File: config.mk
export PLATFORM = sky130hd
export DESIGN_NAME = game_score_counter
export DESIGN_NICKNAME = d
export VERILOG_FILES = /design/src/rtl/scoring_pkg.sv /design/src/rtl/bcd2_counter.sv /design/src/rtl/game_score_counter.sv
export SDC_FILE = /design/constraint.sdc
export NUM_CORES = 1
export LEC_CHECK = 0
export CAP_MARGIN = 20
export CORE_ASPECT_RATIO = 0.7
export CORE_MARGIN = 5
export CORE_UTILIZATION = 35
export DETAILED_ROUTE_END_ITERATION = 10
export GPL_TIMING_DRIVEN = 0
export HOLD_SLACK_MARGIN = 0.08
export MAX_ROUTING_LAYER = met4
export SLEW_MARGIN = 20
export SYNTH_ARGS = -nofsm -noshare
export SYNTH_HDL_FRONTEND = slang
export SYNTH_HIERARCHICAL = 1
export SYNTH_SLANG_ARGS = --single-unit
File: constraint.sdc
create_clock -name clk -period 2.25 [get_ports clk]
set_input_delay 0.45 -clock clk [delete_from_list [all_inputs] [get_ports clk]]
set_output_delay 0.45 -clock clk [all_outputs]
set_load 0.05 [all_outputs]
File: src/rtl/scoring_pkg.sv
// rtl/scoring_pkg.sv - shared scoring command encodings, FSM state type and BCD helpers
package scoring_pkg;

    localparam int DIGIT_W = 4;

    typedef logic [DIGIT_W-1:0] bcd_digit_t;

    localparam logic [2:0] CTRL_IDLE   = 3'b000;
    localparam logic [2:0] CTRL_PLAY   = 3'b001;
    localparam logic [2:0] CTRL_REPORT = 3'b010;
    localparam logic [2:0] CTRL_HOLD   = 3'b011;

    // State codes double as the controlSig command, so the output is a plain register copy.
    typedef enum logic [2:0] {
        ST_IDLE   = CTRL_IDLE,
        ST_PLAY   = CTRL_PLAY,
        ST_REPORT = CTRL_REPORT,
        ST_HOLD   = CTRL_HOLD
    } state_t;

    function automatic bcd_digit_t bcd_tens(input int v);
        return bcd_digit_t'((v / 10) % 10);
    endfunction

    function automatic bcd_digit_t bcd_ones(input int v);
        return bcd_digit_t'(v % 10);
    endfunction

endpackage

File: src/rtl/bcd2_counter.sv
// rtl/bcd2_counter.sv - two-digit BCD up/down counter with clear, load and saturation at 00/99
module bcd2_counter
    import scoring_pkg::*;
(
    input  logic       clk,
    input  logic       rst,
    input  logic       clr_i,
    input  logic       load_i,
    input  bcd_digit_t load_tens_i,
    input  bcd_digit_t load_ones_i,
    input  logic       inc_i,
    input  logic       dec_i,
    output bcd_digit_t tens_o,
    output bcd_digit_t ones_o
);

    bcd_digit_t tens_q, tens_d;
    bcd_digit_t ones_q, ones_d;

    logic at_max;
    logic at_min;

    assign at_max = (tens_q == 4'd9) && (ones_q == 4'd9);
    assign at_min = (tens_q == 4'd0) && (ones_q == 4'd0);

    // Simultaneous inc and dec cancel out.
    always_comb begin
        tens_d = tens_q;
        ones_d = ones_q;
        if (clr_i) begin
            tens_d = 4'd0;
            ones_d = 4'd0;
        end else if (load_i) begin
            tens_d = load_tens_i;
            ones_d = load_ones_i;
        end else if (inc_i && !dec_i && !at_max) begin
            if (ones_q == 4'd9) begin
                ones_d = 4'd0;
                tens_d = tens_q + 4'd1;
            end else begin
                ones_d = ones_q + 4'd1;
            end
        end else if (dec_i && !inc_i && !at_min) begin
            if (ones_q == 4'd0) begin
                ones_d = 4'd9;
                tens_d = tens_q - 4'd1;
            end else begin
                ones_d = ones_q - 4'd1;
            end
        end
    end

    always_ff @(posedge clk or posedge rst) begin
        if (rst) begin
            tens_q <= 4'd0;
            ones_q <= 4'd0;
        end else begin
            tens_q <= tens_d;
            ones_q <= ones_d;
        end
    end

    assign tens_o = tens_q;
    assign ones_o = ones_q;

endmodule

File: src/rtl/game_score_counter.sv
// rtl/game_score_counter.sv - round FSM driving a BCD score counter and a BCD countdown timer
module game_score_counter
    import scoring_pkg::*;
#(
    parameter int ROUND_SECS = 30
) (
    input  logic               clk,
    input  logic               rst,
    input  logic               start,
    input  logic               hit,
    input  logic               miss,
    input  logic               tick,
    input  logic               abort,
    input  logic               scoreAck,
    output logic [2:0]         controlSig,
    output logic [DIGIT_W-1:0] scoreOnes,
    output logic [DIGIT_W-1:0] scoreTens,
    output logic [DIGIT_W-1:0] timeOnes,
    output logic [DIGIT_W-1:0] timeTens
);

    localparam bcd_digit_t ROUND_TENS = bcd_tens(ROUND_SECS);
    localparam bcd_digit_t ROUND_ONES = bcd_ones(ROUND_SECS);

    state_t state_q, state_d;

    logic sc_clr, sc_inc, sc_dec;
    logic tm_clr, tm_load, tm_dec;
    logic timer_is_one;

    assign timer_is_one = (timeTens == 4'd0) && (timeOnes == 4'd1);

    // Abort wins over everything else in PLAY; the final tick still lets a same-cycle hit/miss land.
    always_comb begin
        state_d = state_q;
        sc_clr  = 1'b0;
        sc_inc  = 1'b0;
        sc_dec  = 1'b0;
        tm_clr  = 1'b0;
        tm_load = 1'b0;
        tm_dec  = 1'b0;
        case (state_q)
            ST_IDLE: begin
                if (start) begin
                    sc_clr  = 1'b1;
                    tm_load = 1'b1;
                    state_d = ST_PLAY;
                end
            end
            ST_PLAY: begin
                if (abort) begin
                    sc_clr  = 1'b1;
                    tm_clr  = 1'b1;
                    state_d = ST_IDLE;
                end else begin
                    sc_inc = hit;
                    sc_dec = miss;
                    tm_dec = tick;
                    if (tick && timer_is_one) begin
                        state_d = ST_REPORT;
                    end
                end
            end
            ST_REPORT: state_d = ST_HOLD;
            ST_HOLD: begin
                if (scoreAck) begin
                    state_d = ST_IDLE;
                end
            end
            default: state_d = ST_IDLE;
        endcase
    end

    always_ff @(posedge clk or posedge rst) begin
        if (rst) begin
            state_q <= ST_IDLE;
        end else begin
            state_q <= state_d;
        end
    end

    assign controlSig = state_q;

    bcd2_counter u_score (
        .clk         (clk),
        .rst         (rst),
        .clr_i       (sc_clr),
        .load_i      (1'b0),
        .load_tens_i (4'd0),
        .load_ones_i (4'd0),
        .inc_i       (sc_inc),
        .dec_i       (sc_dec),
        .tens_o      (scoreTens),
        .ones_o      (scoreOnes)
    );

    bcd2_counter u_timer (
        .clk         (clk),
        .rst         (rst),
        .clr_i       (tm_clr),
        .load_i      (tm_load),
        .load_tens_i (ROUND_TENS),
        .load_ones_i (ROUND_ONES),
        .inc_i       (1'b0),
        .dec_i       (tm_dec),
        .tens_o      (timeTens),
        .ones_o      (timeOnes)
    );

endmodule

==> results.cfg, run 1 <==
[logic_synthesis]
avgSynthCellArea_sq_um = 8.94
yosysTopAreaCell = dfrtp_1
synth_top_family_by_area = compound AO/OA/AOI/OAI gates
synthMuxAreaShare_pct = 4.90
ys_ff_latch = 18
syn_area_sq_um = 1990
yosys.area_share.simple_pct = 26.9
synth_edf_count = 0
yosys_warnings = 6
synthAdderAreaFrac_pct = 6.28
yosysSeqAreaShare_pct = 22.6
postSynthCellCount = 223
synth_cell_types = 51
synth_ff_type = dfrtp_1
synth-xor-area-share_pct = 4.39
synth-async-reset-ratio_pct = 100
synth_compound_area_share_pct = 27.2
synthTopCellsByArea = dfrtp_1 23%, ha_1 6.3%, nand2_1 4.3%
synth_top_area_share_pct = 22.6

[floorplanning]
dieWidth_um = 100
die-area_sq_um = 7330
core_area_sq_um = 5610
die_h_um = 73.1
fp-row-count = 23
initial_core_util_pct = 35.5
pin_count = 27

[routing]
drt_iter0_drc = 88
firstDrtPassIters = 4
drt_wl_total_um = 5290
routed-via-count = 1858
wl_per_cell_um = 14.5
viasPerCell = 5.08
remaining_drc_errors = 0
antenna_left = 0

[cells_and_area]
final_common_cell = clkdlybuf4s50_1
synthToLayoutAreaGrowth_pct = 35.3
final_cell_mix = 24 x clkdlybuf4s50_1, 23 x conb_1, 22 x buf_4
layout.nets = 310
antenna_cells = 0
layout-drive-gt1-share_pct = 29.2

[worst_setup_path]
critical_path.max_fanout = 4
reg2reg_to = u_score/tens_o[2]$_DFFE_PP0P_
cp.arrival_ps = 2340
ff2ff_path_depth = 11
crit_required_ps = 2410
cp-start-kind = flip-flop
r2r_slack_ps = 80
end_kind = flip-flop
setup.worst_path.class = flip-flop to flip-flop
r2r-start = u_score/ones_o[0]$_DFFE_PP0P_

[sta]
hold_viol_final = 0
period_needed_ps = 2170
relSlewSlack_pct = 66.4
post-route-worst-setup-slack_ps = 78.9
fin_tns_setup_ps = 0
setup-violations-final = 0
fmax_mhz = 461
finalCritPeriodShare_pct = 96.5
worst_pin_slew_ps = 502
holdWs_ps = 408
maxSlewViolCount = 0
rsz0062_at_grt = yes
clock_skew_ps = 1.15

[global_route]
track_usage_pct = 15.0
grt_max_degree = 11
antenna_found_initial = 0
grt_overflow = 0
grt_pass1_vias = 1661
grt_pass1_wl_um = 8600

[placed_design]
hpwl_um = 3930
preCtsSetupSlack_ps = -696
port_buffers = 25
gp_congestion = 0.864

[clock_tree]
cts_tree = yes
ctsHoldBuffers = 0
clock_path_buffers = 2
cts_buffers = 3
clkTransAtPathRegs_ps = 70
clk_latency_ps = 250
cts.sinks = 18
htreeDepth = 1
root_buffer = clkbuf_8

[pwr]
p_per_area_nw_per_um2 = 1290
leakagePower_uw = 0.00110
p_int_uw = 1690
pwr-share-seq_pct = 20.8
power_frac_clock_pct = 7.6
p_comb_share_pct = 71.6
p_sw_uw = 1790
p_sw_share_pct = 51.4
vdd_drop_max_mv = 0.518

[status]
status = completed

[hold_path]
hold_path_class = primary input to asynchronous set/reset pin

[run]
max-cap-violations = 0
Yosys cell counts (all sizes together) (3+ instances only):
master and number:
a211oi 8, a21oi 14, a31oi 5, and2 3, and3b 3, buf 12, dfrtp 18, ha 10
inv 17, mux2 3, mux2i 6, nand2 23, nand2b 6, nand4bb 3, nor2 9, nor2b 6
nor3 6, nor3b 4, nor4 4, nor4b 3, o21ai 6, o31ai 8, o41ai 4, or2b 3
xnor2 6, xor2 4
per-layer routing:
| layer | vias to the layer above | track usage, % | part of all wire [%] |
|---|---|---|---|
| li1 | 934 | - | - |
| met1 | 891 | 23.9 | 55 |
| met2 | 31 | 19.5 | 40 |
| met3 | 2 | 2.39 | 3.6 |
| met4 | 0 | 2.69 | 0.68 |
| met5 | - | - | 0 |
logic make-up (layout without fill, tap and decap cells):
| group | after synthesis | count (layout) |
|---|---|---|
| buffers and inverters | 29 | 76 |
| other | 2 | 23 |
| flip-flops | 18 | 18 |
| adder cells (fa/ha/maj) | 10 | 10 |
| AO/OA/AOI/OAI | 63 | 63 |
| XOR/XNOR | 10 | 10 |
| AND/OR/NAND/NOR | 82 | 82 |
| multiplexers | 9 | 9 |
timing repair:
item,4_1_cts,5_1_grt
pin swaps,5,12
resized for setup,5,16
setup buffers,3,16
endpoints found under the setup margin,16,14
state kept, by name, summed over array words and instances (netlist names):
register and flops:
u_timer/tens_o 4, controlSig 2, u_timer/ones_o 4, u_score/tens_o 4, u_score/ones_o 4
power by group through the flow:
stage	sequential [uW]	clock, uW	combinational (uW)
floorplan	1150	0	1290
global placement	740	0	2270
detailed placement	742	0	2290
CTS	736	276	2320
global route	759	294	2690
finish	726	264	2500
through the flow:
stage                     util [%]  instances  cell area [sq um]  power [uW]
after detailed placement      43.8        344               2460        3030
after floorplan                  -        244               2120        2440
after global placement        43.8        344               2460        3010
after global routing          48.0        366               2700        3750
after CTS                     45.5        351               2550        3330
final                         48.0        366               2700        3480
worst max-delay path, stage by stage, from the launching register on:
cell	delay, ps
dfrtp_2	440
ha_1	240
and3b_2	250
a21oi_4	220
inv_4	70
nor2_2	80
a21oi_1	50
ha_2	170
a21oi_2	110
xnor2_1	130
mux2i_1	90
o31ai_1	210
worst max-delay path by stage:
stage	startpoint	endpoint	slack, ps	depth (start not counted)
after CTS	controlSig[1]$_DFFE_PP0P_	u_score/tens_o[2]$_DFFE_PP0P_	-8	13
after global routing	controlSig[0]$_DFFE_PP0P_	u_score/tens_o[2]$_DFFE_PP0P_	-120	12
final	u_score/ones_o[0]$_DFFE_PP0P_	u_score/tens_o[2]$_DFFE_PP0P_	80	11
after floorplan	controlSig[1]$_DFFE_PP0P_	u_score/tens_o[2]$_DFFE_PP0P_	-40	13
after global placement	abort	u_score/tens_o[2]$_DFFE_PP0P_	-680	13
after detailed placement	abort	u_score/tens_o[2]$_DFFE_PP0P_	-700	13
area by class of cell:
| type | instances | area, sq um |
|---|---|---|
| multi-input combinational | 197 | 1560 |
| fill | 556 | 2920 |
| timing repair buffer | 44 | 388 |
| inverter | 17 | 66.3 |
| clock buffer | 4 | 55.1 |
| sequential | 18 | 458 |
| tap | 75 | 93.8 |
| buffer | 11 | 73.8 |
(Power assumes the default switching activity.)
==> inputs of run 2 (changes only) <==
- DONT_BUFFER_PORTS: not set -> 1
- PLACE_DENSITY: not set -> 0.48
==> run 2 against run 1 <==
Effect of this change: the run now ends with setup timing left; via count shrank 3.2%; setup slack got worse by 190 ps; largest cell class unchanged; total power fell by 1.6%; fmax decreased by 8.1%; sequential power rose by 75%; critical path depth is 2 lower; combinational power shrank 24%; highest routed layer unchanged; design area down 1.4%; worst hold slack got worse by 32 ps.
==> results.cfg, run 2 (synthesis results as in run 1) <==
[floorplanning]
pin_count = 27
dieWidth_um = 100
initial_core_util_pct = 35.5
core_area_sq_um = 5610
die-area_sq_um = 7330
fp-row-count = 23
die_h_um = 73.1

[sta]
relSlewSlack_pct = 45.0
hold_viol_final = 0
period_needed_ps = 2360
post-route-worst-setup-slack_ps = -112
finalCritPeriodShare_pct = 105
maxSlewViolCount = 0
fmax_mhz = 423
worst_pin_slew_ps = 825
clock_skew_ps = 4.83
rsz0062_at_grt = yes
setup-violations-final = 10

[pwr]
power.total_uw = 3430
p_per_area_nw_per_um2 = 1290
leakagePower_uw = 0.00108
vdd_drop_max_mv = 0.521

[routing]
wl_per_cell_um = 15.7
drt_wl_total_um = 5430
drt_iter0_drc = 64
firstDrtPassIters = 4
viasPerCell = 5.21
antenna_left = 0
routed-via-count = 1798
remaining_drc_errors = 0

[status]
violations = setup timing
status = finished, violations left

[cells_and_area]
utilization_pct = 47.4
antenna_cells = 0
final_common_cell = conb_1
layout.nets = 289
layout-drive-gt1-share_pct = 35.9
design_area_sq_um = 2660
synthToLayoutAreaGrowth_pct = 33.4
stdcell_count = 345
final_cell_mix = 23 x conb_1, 19 x nand2_1, 19 x buf_4

[placed_design]
post_dp_cell_area_sq_um = 2210
gp_congestion = 0.811
port_buffers = 0
dpl.cell_count = 319
preCtsSetupSlack_ps = -383
hpwl_um = 4100

[global_route]
grt_pass1_vias = 1552
track_usage_pct = 15.0
grt_max_degree = 11
grt_pass1_wl_um = 8470
antenna_found_initial = 0
grt_overflow = 0

[worst_setup_path]
r2r-start = controlSig[1]$_DFFE_PP0P_
r2r_slack_ps = -110
cp.arrival_ps = 2500
reg2reg_to = u_timer/tens_o[0]$_DFFE_PP0P_
setup.worst_path.class = flip-flop to flip-flop
crit_end = u_timer/tens_o[0]$_DFFE_PP0P_
crit_required_ps = 2390
ff2ff_path_depth = 9
critical_path.max_fanout = 3
cp-startpoint = controlSig[1]$_DFFE_PP0P_
end_kind = flip-flop
cp-start-kind = flip-flop

[clock_tree]
cts_buffers = 3
clkTransAtPathRegs_ps = 70
clk_latency_ps = 250
cts_tree = yes
cts.sinks = 18
htreeDepth = 1
root_buffer = clkbuf_8
clock_path_buffers = 2

[run]
max-cap-violations = 0

[hold_path]
hold_path_class = primary input to flip-flop
[run 2: final cells by class]
class / count / area (sq um)
inverters: 17 / 63.8
well taps: 75 / 93.8
repair buffers: 22 / 203
clock buffers: 4 / 55.1
fillers: 559 / 2950
multi-input cells: 197 / 1680
flip-flops and latches: 18 / 462
plain buffers: 12 / 98.8
[run 2: per-layer routing]
metal,up-vias,global-route usage [%],wire (um)
li1,894,-,-
met1,852,23.7,2930
met2,50,18.3,2050
met3,2,4.78,409
met4,0,2.24,36
met5,-,-,0
[run 2: per-stage QoR]
step / TNS (ps) / hold WS [ps]
6_report: -624 / 376
3_3_place_gp: -2400 / 196
2_1_floorplan: -85.3 / 191
5_1_grt: -1920 / 387
4_1_cts: -784 / 366
3_5_place_dp: -2270 / 199
[run 2: worst min-delay path by stage]
stage | start | end | cells past startpoint
floorplan | rst | controlSig[0]$_DFFE_PP0P_ | 1
global placement | rst | controlSig[1]$_DFFE_PP0P_ | 1
detailed placement | rst | controlSig[1]$_DFFE_PP0P_ | 1
CTS | scoreAck | controlSig[0]$_DFFE_PP0P_ | 2
global route | scoreAck | controlSig[0]$_DFFE_PP0P_ | 2
finish | scoreAck | controlSig[0]$_DFFE_PP0P_ | 2
[run 2: what timing repair did]
| item | CTS | global route |
|---|---|---|
| hold buffers | 1 | 0 |
| gates resized for setup | 14 | 40 |
| endpoints found under the setup margin | 16 | 16 |
| endpoints found under the hold margin | 18 | 0 |
| buffers inserted | 7 | 15 |
| pin swaps | 14 | 14 |
[run 2: critical path, cell delays in order (launching register included)]
cell and delay (ps):
dfrtp_2 520, buf_6 170, nor3b_4 220, buf_4 150
and2_4 130, or2b_4 270, o32ai_4 310, nand2_1 100
xnor2_1 130, o211a_1 240
[run 2: report_power, final]
part           switching [uW]  internal, uW  total [uW]
Combinational             944           944        1890
Clock                     112           155         267
Sequential                812           462        1270
Total                    1870          1560        3430
==> inputs of run 3 (changes only) <==
- CTS_CLUSTER_DIAMETER: not set -> 200
- GPL_ROUTABILITY_DRIVEN: not set -> 0
==> results of run 3 <==
No change in the layout: final DEF, timing and power equal those of run 2.
